==> config.mk <==
export PLATFORM = sky130hd
export DESIGN_NAME = vga_rx_monitor
export DESIGN_NICKNAME = d
export VERILOG_FILES = /design/src/rtl/vga_rx_monitor.sv
export SDC_FILE = /design/constraint.sdc
export NUM_CORES = 1
export LEC_CHECK = 0
export CELL_PAD_IN_SITES_DETAIL_PLACEMENT = 1
export CELL_PAD_IN_SITES_GLOBAL_PLACEMENT = 2
export CORE_MARGIN = 2
export CORE_UTILIZATION = 37
export DETAILED_ROUTE_END_ITERATION = 10
export PLACE_DENSITY = 0.86
export SYNTH_ARGS = -nofsm -noshare
export SYNTH_HDL_FRONTEND = slang
export SYNTH_SLANG_ARGS = --single-unit
==> constraint.sdc <==
create_clock -name clk -period 12.9 [get_ports clk]
set_input_delay 1.29 -clock clk [delete_from_list [all_inputs] [get_ports clk]]
set_output_delay 1.29 -clock clk [all_outputs]
set_load 0.02 [all_outputs]
==> src/rtl/vga_rx_monitor.sv <==
// Recovers line/frame geometry, pixel coordinates and a per-frame checksum from an hsync/vsync/rgb stream.
// Latency: a sample taken on tick k is reported after tick k+1; frame results update one tick after the vsync leading edge.
// Backpressure: none. The stream is consumed on pix_en ticks, and with pix_en low all state holds and pulses stay low.
//
// Ports:
//   clk, reset (sync, active low), pix_en   : clock, reset, pixel tick
//   hsync, vsync, rgb                        : video stream under observation
//   pix_valid, x, y, pix_rgb                 : active-pixel report (one-clk pulse plus held coordinates/colour)
//   h_total, v_total                         : measured ticks per line, lines per frame
//   locked, frame_done, frame_sum            : geometry lock, frame pulse, checksum of the last frame
module vga_rx_monitor #(
  parameter int   H_ACTIVE = 256,
  parameter int   V_ACTIVE = 240,
  parameter int   H_BP     = 23,
  parameter int   V_BP     = 5,
  parameter logic SYNC_POL = 1'b1
) (
  input  logic        clk,
  input  logic        reset,
  input  logic        pix_en,
  input  logic        hsync,
  input  logic        vsync,
  input  logic [2:0]  rgb,
  output logic        pix_valid,
  output logic [8:0]  x,
  output logic [7:0]  y,
  output logic [2:0]  pix_rgb,
  output logic [9:0]  h_total,
  output logic [9:0]  v_total,
  output logic        locked,
  output logic        frame_done,
  output logic [15:0] frame_sum
);

  localparam logic [9:0] H_LO = 10'(H_BP);
  localparam logic [9:0] H_HI = 10'(H_BP + H_ACTIVE - 1);
  localparam logic [9:0] V_LO = 10'(V_BP);
  localparam logic [9:0] V_HI = 10'(V_BP + V_ACTIVE - 1);

  function automatic logic [9:0] sat_inc(input logic [9:0] v);
    return (v == 10'h3ff) ? v : v + 10'd1;
  endfunction

  // Sync samples are stored as "asserted" flags so the rest of the logic is polarity-free.
  logic        hs_cur, hs_prev, vs_cur, vs_prev;
  logic [2:0]  rgb_s;
  logic [9:0]  hcnt, hpos, lines, vcnt;
  logic        h_seen, primed;
  logic [15:0] acc;
  logic [9:0]  prev_ht, prev_vt;
  logic [1:0]  match_cnt;

  logic        hs_lead, hs_trail, vs_lead, vs_trail, active;
  logic [9:0]  hpos_nx, lines_nx, vcnt_nx, ht_nx;
  logic [1:0]  mc_nx;
  logic [15:0] acc_add;

  always_comb begin
    hs_lead  = hs_cur & ~hs_prev;
    hs_trail = ~hs_cur & hs_prev;
    vs_lead  = vs_cur & ~vs_prev;
    vs_trail = ~vs_cur & vs_prev;

    hpos_nx = hs_trail ? 10'd0 : sat_inc(hpos);

    // A vsync trailing edge on the same tick as an hsync leading edge clears the row count.
    lines_nx = lines;
    if (vs_trail)     lines_nx = 10'd0;
    else if (hs_lead) lines_nx = sat_inc(lines);

    active = (hpos_nx >= H_LO) && (hpos_nx <= H_HI) &&
             (lines_nx >= V_LO) && (lines_nx <= V_HI);

    // The first leading edge after reset only starts the line counter.
    ht_nx = h_total;
    if (hs_lead && h_seen) ht_nx = sat_inc(hcnt);

    // An hsync edge coincident with vsync belongs to the new frame.
    vcnt_nx = vcnt;
    if (vs_lead)      vcnt_nx = {9'd0, hs_lead};
    else if (hs_lead) vcnt_nx = sat_inc(vcnt);

    acc_add = active ? {13'd0, rgb_s} : 16'd0;

    mc_nx = 2'd0;
    if (primed && (ht_nx == prev_ht) && (vcnt == prev_vt))
      mc_nx = (match_cnt == 2'd2) ? 2'd2 : match_cnt + 2'd1;
  end

  always_ff @(posedge clk) begin
    if (!reset) begin
      hs_cur     <= 1'b0;
      hs_prev    <= 1'b0;
      vs_cur     <= 1'b0;
      vs_prev    <= 1'b0;
      rgb_s      <= 3'd0;
      hcnt       <= 10'd0;
      hpos       <= 10'd0;
      lines      <= 10'd0;
      vcnt       <= 10'd0;
      h_seen     <= 1'b0;
      primed     <= 1'b0;
      acc        <= 16'd0;
      prev_ht    <= 10'd0;
      prev_vt    <= 10'd0;
      match_cnt  <= 2'd0;
      pix_valid  <= 1'b0;
      x          <= 9'd0;
      y          <= 8'd0;
      pix_rgb    <= 3'd0;
      h_total    <= 10'd0;
      v_total    <= 10'd0;
      locked     <= 1'b0;
      frame_done <= 1'b0;
      frame_sum  <= 16'd0;
    end else begin
      pix_valid  <= 1'b0;
      frame_done <= 1'b0;
      if (pix_en) begin
        hs_cur  <= (hsync == SYNC_POL);
        vs_cur  <= (vsync == SYNC_POL);
        hs_prev <= hs_cur;
        vs_prev <= vs_cur;
        rgb_s   <= rgb;

        hcnt    <= hs_lead ? 10'd0 : sat_inc(hcnt);
        if (hs_lead) h_seen <= 1'b1;
        h_total <= ht_nx;
        hpos    <= hpos_nx;
        lines   <= lines_nx;
        vcnt    <= vcnt_nx;

        if (active) begin
          pix_valid <= 1'b1;
          x         <= 9'(hpos_nx - H_LO);
          y         <= 8'(lines_nx - V_LO);
          pix_rgb   <= rgb_s;
        end

        if (vs_lead) begin
          frame_sum  <= acc;
          acc        <= acc_add;
          v_total    <= vcnt;
          frame_done <= 1'b1;
          primed     <= 1'b1;
          prev_ht    <= ht_nx;
          prev_vt    <= vcnt;
          match_cnt  <= mc_nx;
          locked     <= (mc_nx == 2'd2);
        end else begin
          acc <= acc + acc_add;
        end
      end
    end
  end

endmodule
==> results by group <==
CTS
  • Cts bufs inserted: 17
  • Number of setup buffers added after CTS: 0
  • CTS Buffer Depth: 2
  • Clock-pin slew on the worst setup and hold paths: 0.06 ns
  • CTS Hold Bufs: 0
  • Post-CTS sizing: 0
  • CTS root buf: clkbuf_16
  • Clock Sinks: 136
  • H-tree depth: 4
  • Clk_lat worst skew: 0.42 ns
  • CTS tree: done

Critical path
  • Setup CP Type: reg2reg
  • Worst path cell trace: ha_1 > nand2_1 > o31ai_1 > xnor2_1 > nor2_1 > inv_1 > ha_1 > nor4_1 > o21ai_0 > o41a_1 > and3_1 > and2_1 > ha_1 > a21oi_1 > nor2b_1 > o21ai_0 > nor3_1 > nand3_1 > xor2_1 > nor2_1
  • Slowest CP cell: o41a_1
  • Most used cell, CP: ha_1
  • Worst Setup End Kind: flop
  • Worst Setup Start Kind: flop
  • CP Data Arrival Time: 5.80 ns
  • Crit Path Max Fanout: 14
  • Worst endpoint required time: 13.18 ns
  • Buf+Inv Stages, Crit Path: 1
  • CP delay by family, top: compound AO/OA/AOI/OAI gates
  • CP max stage delay: 0.58 ns

Logic synthesis
  • Register area share after synthesis: 38.0%
  • Share of flip-flops with an asynchronous set or reset: 0%
  • Synth warn: 0
  • Mapped Nets: 908
  • Post-Syn Area: 7170 um2
  • Post-synth EDFFs: 0
  • Flops & latches, synth: 136
  • Synth unique cells: 71
  • Top FF cell, synth: dfxtp_1
  • Syn Area/Cell: 8.08 um2
  • Mapped Cells: 887

Hold path
  • Hold WC Path Type: reg2reg

Floorplanning
  • Core box area: 18800 um2
  • Initial core utilization: 38.1%
  • Die area: 20500 um2
  • # IOs: 67
  • Core Rows: 50
  • Die span in y: 143 um
  • Die W: 143 um

Timing
  • Period utilisation layout: 42.8%
  • Slew Limit Fails: 0
  • Slew headroom: 23.6%
  • # setup viols final: 0
  • Fin. Hold Viols: 0
  • Setup TNS: 0 ns
  • Fmax: 181 MHz
  • Tightest Pin Transition: 1.15 ns
  • RSZ-0062 raised after global routing: no
  • Final setup skew: 0.0104 ns
  • Minimum clock period after layout: 5.52 ns

Final layout
  • Layout Utilization: 45.2%
  • Post-layout nets: 936
  • Non-filler instance count after layout: 1188
  • Ant diodes: 0
  • Layout cells sized above 1: 6.47%
  • Layout area overhead: 18.6%
  • Fill cells: 2233

Placed design
  • I/O Buffers: 66
  • Post-DP HPWL: 13.9 mm
  • Inst Count DP: 1156
  • Routability Congestion: 0.842

Global routing
  • Initial antenna violation count: 0
  • Vias in the first global route: 6409
  • GRT overflow: 0
  • Global-route wire length before repair: 33.6 mm
  • Global-route usage over all layers: 20.5%
  • Largest net degree at the start of global routing: 99

Detailed routing
  • Vias: 6458
  • Drt wl/cell: 17.1 um
  • DRT Wirelength: 20.3 mm
  • Vias per cell: 5.44
  • Number of DRC markers in iteration 0: 369
  • ANT nets after route: 0
  • Drt drc: 0
  • Drt first pass iters: 4

Run status
  • Status: finished, final reports clean

Power
  • Power Dens Cells: 115 nW/um2
  • P_leak: 2.98 nW
  • Maximum vdd drop: 0.0891 mV
  • Total power after layout: 978 uW

Job
  • Max cap viols: 0
## metal layers
| layer | wire (um) | vias to the layer above | share of wire, % | global-route usage [%] |
|---|---|---|---|---|
| met5 | 0 | - | 0 | 0 |
| met4 | 156 | 0 | 0.77 | 4.48 |
| met3 | 680 | 10 | 3.4 | 3.82 |
| met2 | 9640 | 90 | 48 | 33.5 |
| met1 | 9780 | 3152 | 48 | 28.1 |
| li1 | - | 3206 | - | - |
## metrics by stage
| stage | hold slack [ns] | setup WS [ns] | cell area, um2 |
|---|---|---|---|
| 5_1_grt | 0.483 | 6.74 | 8510 |
| 4_1_cts | 0.459 | 7.42 | 8510 |
| 2_1_floorplan | 0.440 | 8.57 | 7170 |
| 3_3_place_gp | 0.447 | 7.70 | 7930 |
| 6_report | 0.457 | 7.38 | 8510 |
| 3_5_place_dp | 0.450 | 7.45 | 7930 |
## cell usage in the layout, fill, tap and decap left out, drive strengths merged, types with 6 or more instances in the layout
master and n:
nor3 13, buf 6, nor2 96, a21oi 72
o21ai 24, nor4 8, nand3 24, dfxtp 136
xnor2 34, ha 12, a41oi 13, nor2b 6
clkdlybuf4s50 65, and3 16, nand2 132, mux2i 38
or3 8, a31oi 7, nand4 22, clkbuf 19
a211oi 34, inv 28, xor2 15, and4 8
and2 11
## logic make-up after synthesis
kind of cell    synth area share, %
compound gates                 18.5
xor+xnor                       5.99
fa+ha+maj                      2.37
buf+inv                        5.03
flops                          38.0
mux                            5.78
simple gates                   24.4
## power by group
group	internal, mW	total, mW	leakage [nW]	switching, mW
logic	0.0204	0.0601	1.61	0.0397
clock network	0.286	0.485	0.267	0.199
registers	0.426	0.433	1.10	0.00752
## Yosys cell counts (all sizes together), types with 3 or more instances
master,count,area [um2]
nor2b,6,37.5
a31oi,7,43.8
mux2,3,33.8
nand3b,3,22.5
or2,3,18.8
xor2,15,131
nor2,96,360
inv,26,97.6
clkbuf,47,178
a311oi,4,35.0
or4,3,22.5
nor3,13,65.1
o31ai,3,22.5
and2,11,68.8
and4,8,72.6
o31a,3,26.3
xnor2,34,298
o211a,3,30.0
and3,16,101
nand4,22,144
a41oi,13,114
o21ai,24,120
nand2b,3,18.8
a211oi,34,298
or3,8,55.1
o21a,3,22.5
o2bb2ai,3,26.3
mux2i,38,380
ha,12,150
nor4,8,50.1
nand3,24,120
o211ai,3,22.5
nand2,132,495
a21oi,72,364
and4b,3,30.0
buf,15,85.1
dfxtp,136,2720
## sequential cells by signal, indices dropped and copies added, names as in the netlist, 2 cells and up
| name | flops |
|---|---|
| acc | 16 |
| frame_sum | 16 |
| h_total | 10 |
| hcnt | 10 |
| hpos | 10 |
| lines | 10 |
| prev_ht | 10 |
| prev_vt | 10 |
| vcnt | 10 |
| x | 9 |
| y | 8 |
| pix_rgb | 3 |
| rgb_s | 3 |
| match_cnt | 2 |
## layout make-up
cell class / instances / area [um2] / area share [%]
Clock inverter: 13 / 146 / 1.72
Timing Repair Buffer: 71 / 693 / 8.15
Inverter: 26 / 98.8 / 1.16
Clock buffer: 19 / 433 / 5.09
Multi-Input combinational cell: 663 / 4090 / 48.0
Tap cell: 260 / 325 / 3.82
Sequential cell: 136 / 2720 / 32.0
## path summary, 6_finish.rpt
path	slack, ns	from	end	cells past startpoint
worst max register to register	7.38	lines[1]	acc[13]	20
worst min register to register	0.46	frame_sum[12]	frame_sum[12]	2
worst max-delay path	7.38	lines[1]	acc[13]	20
worst min-delay path	0.46	frame_sum[12]	frame_sum[12]	2
## worst min-delay path, stage by stage (launching register included)
cell and delay, ns:
dfxtp_1 0.31, nand2_1 0.05, a21oi_1 0.05
No activity file was read; power rests on OpenSTA's default activity.
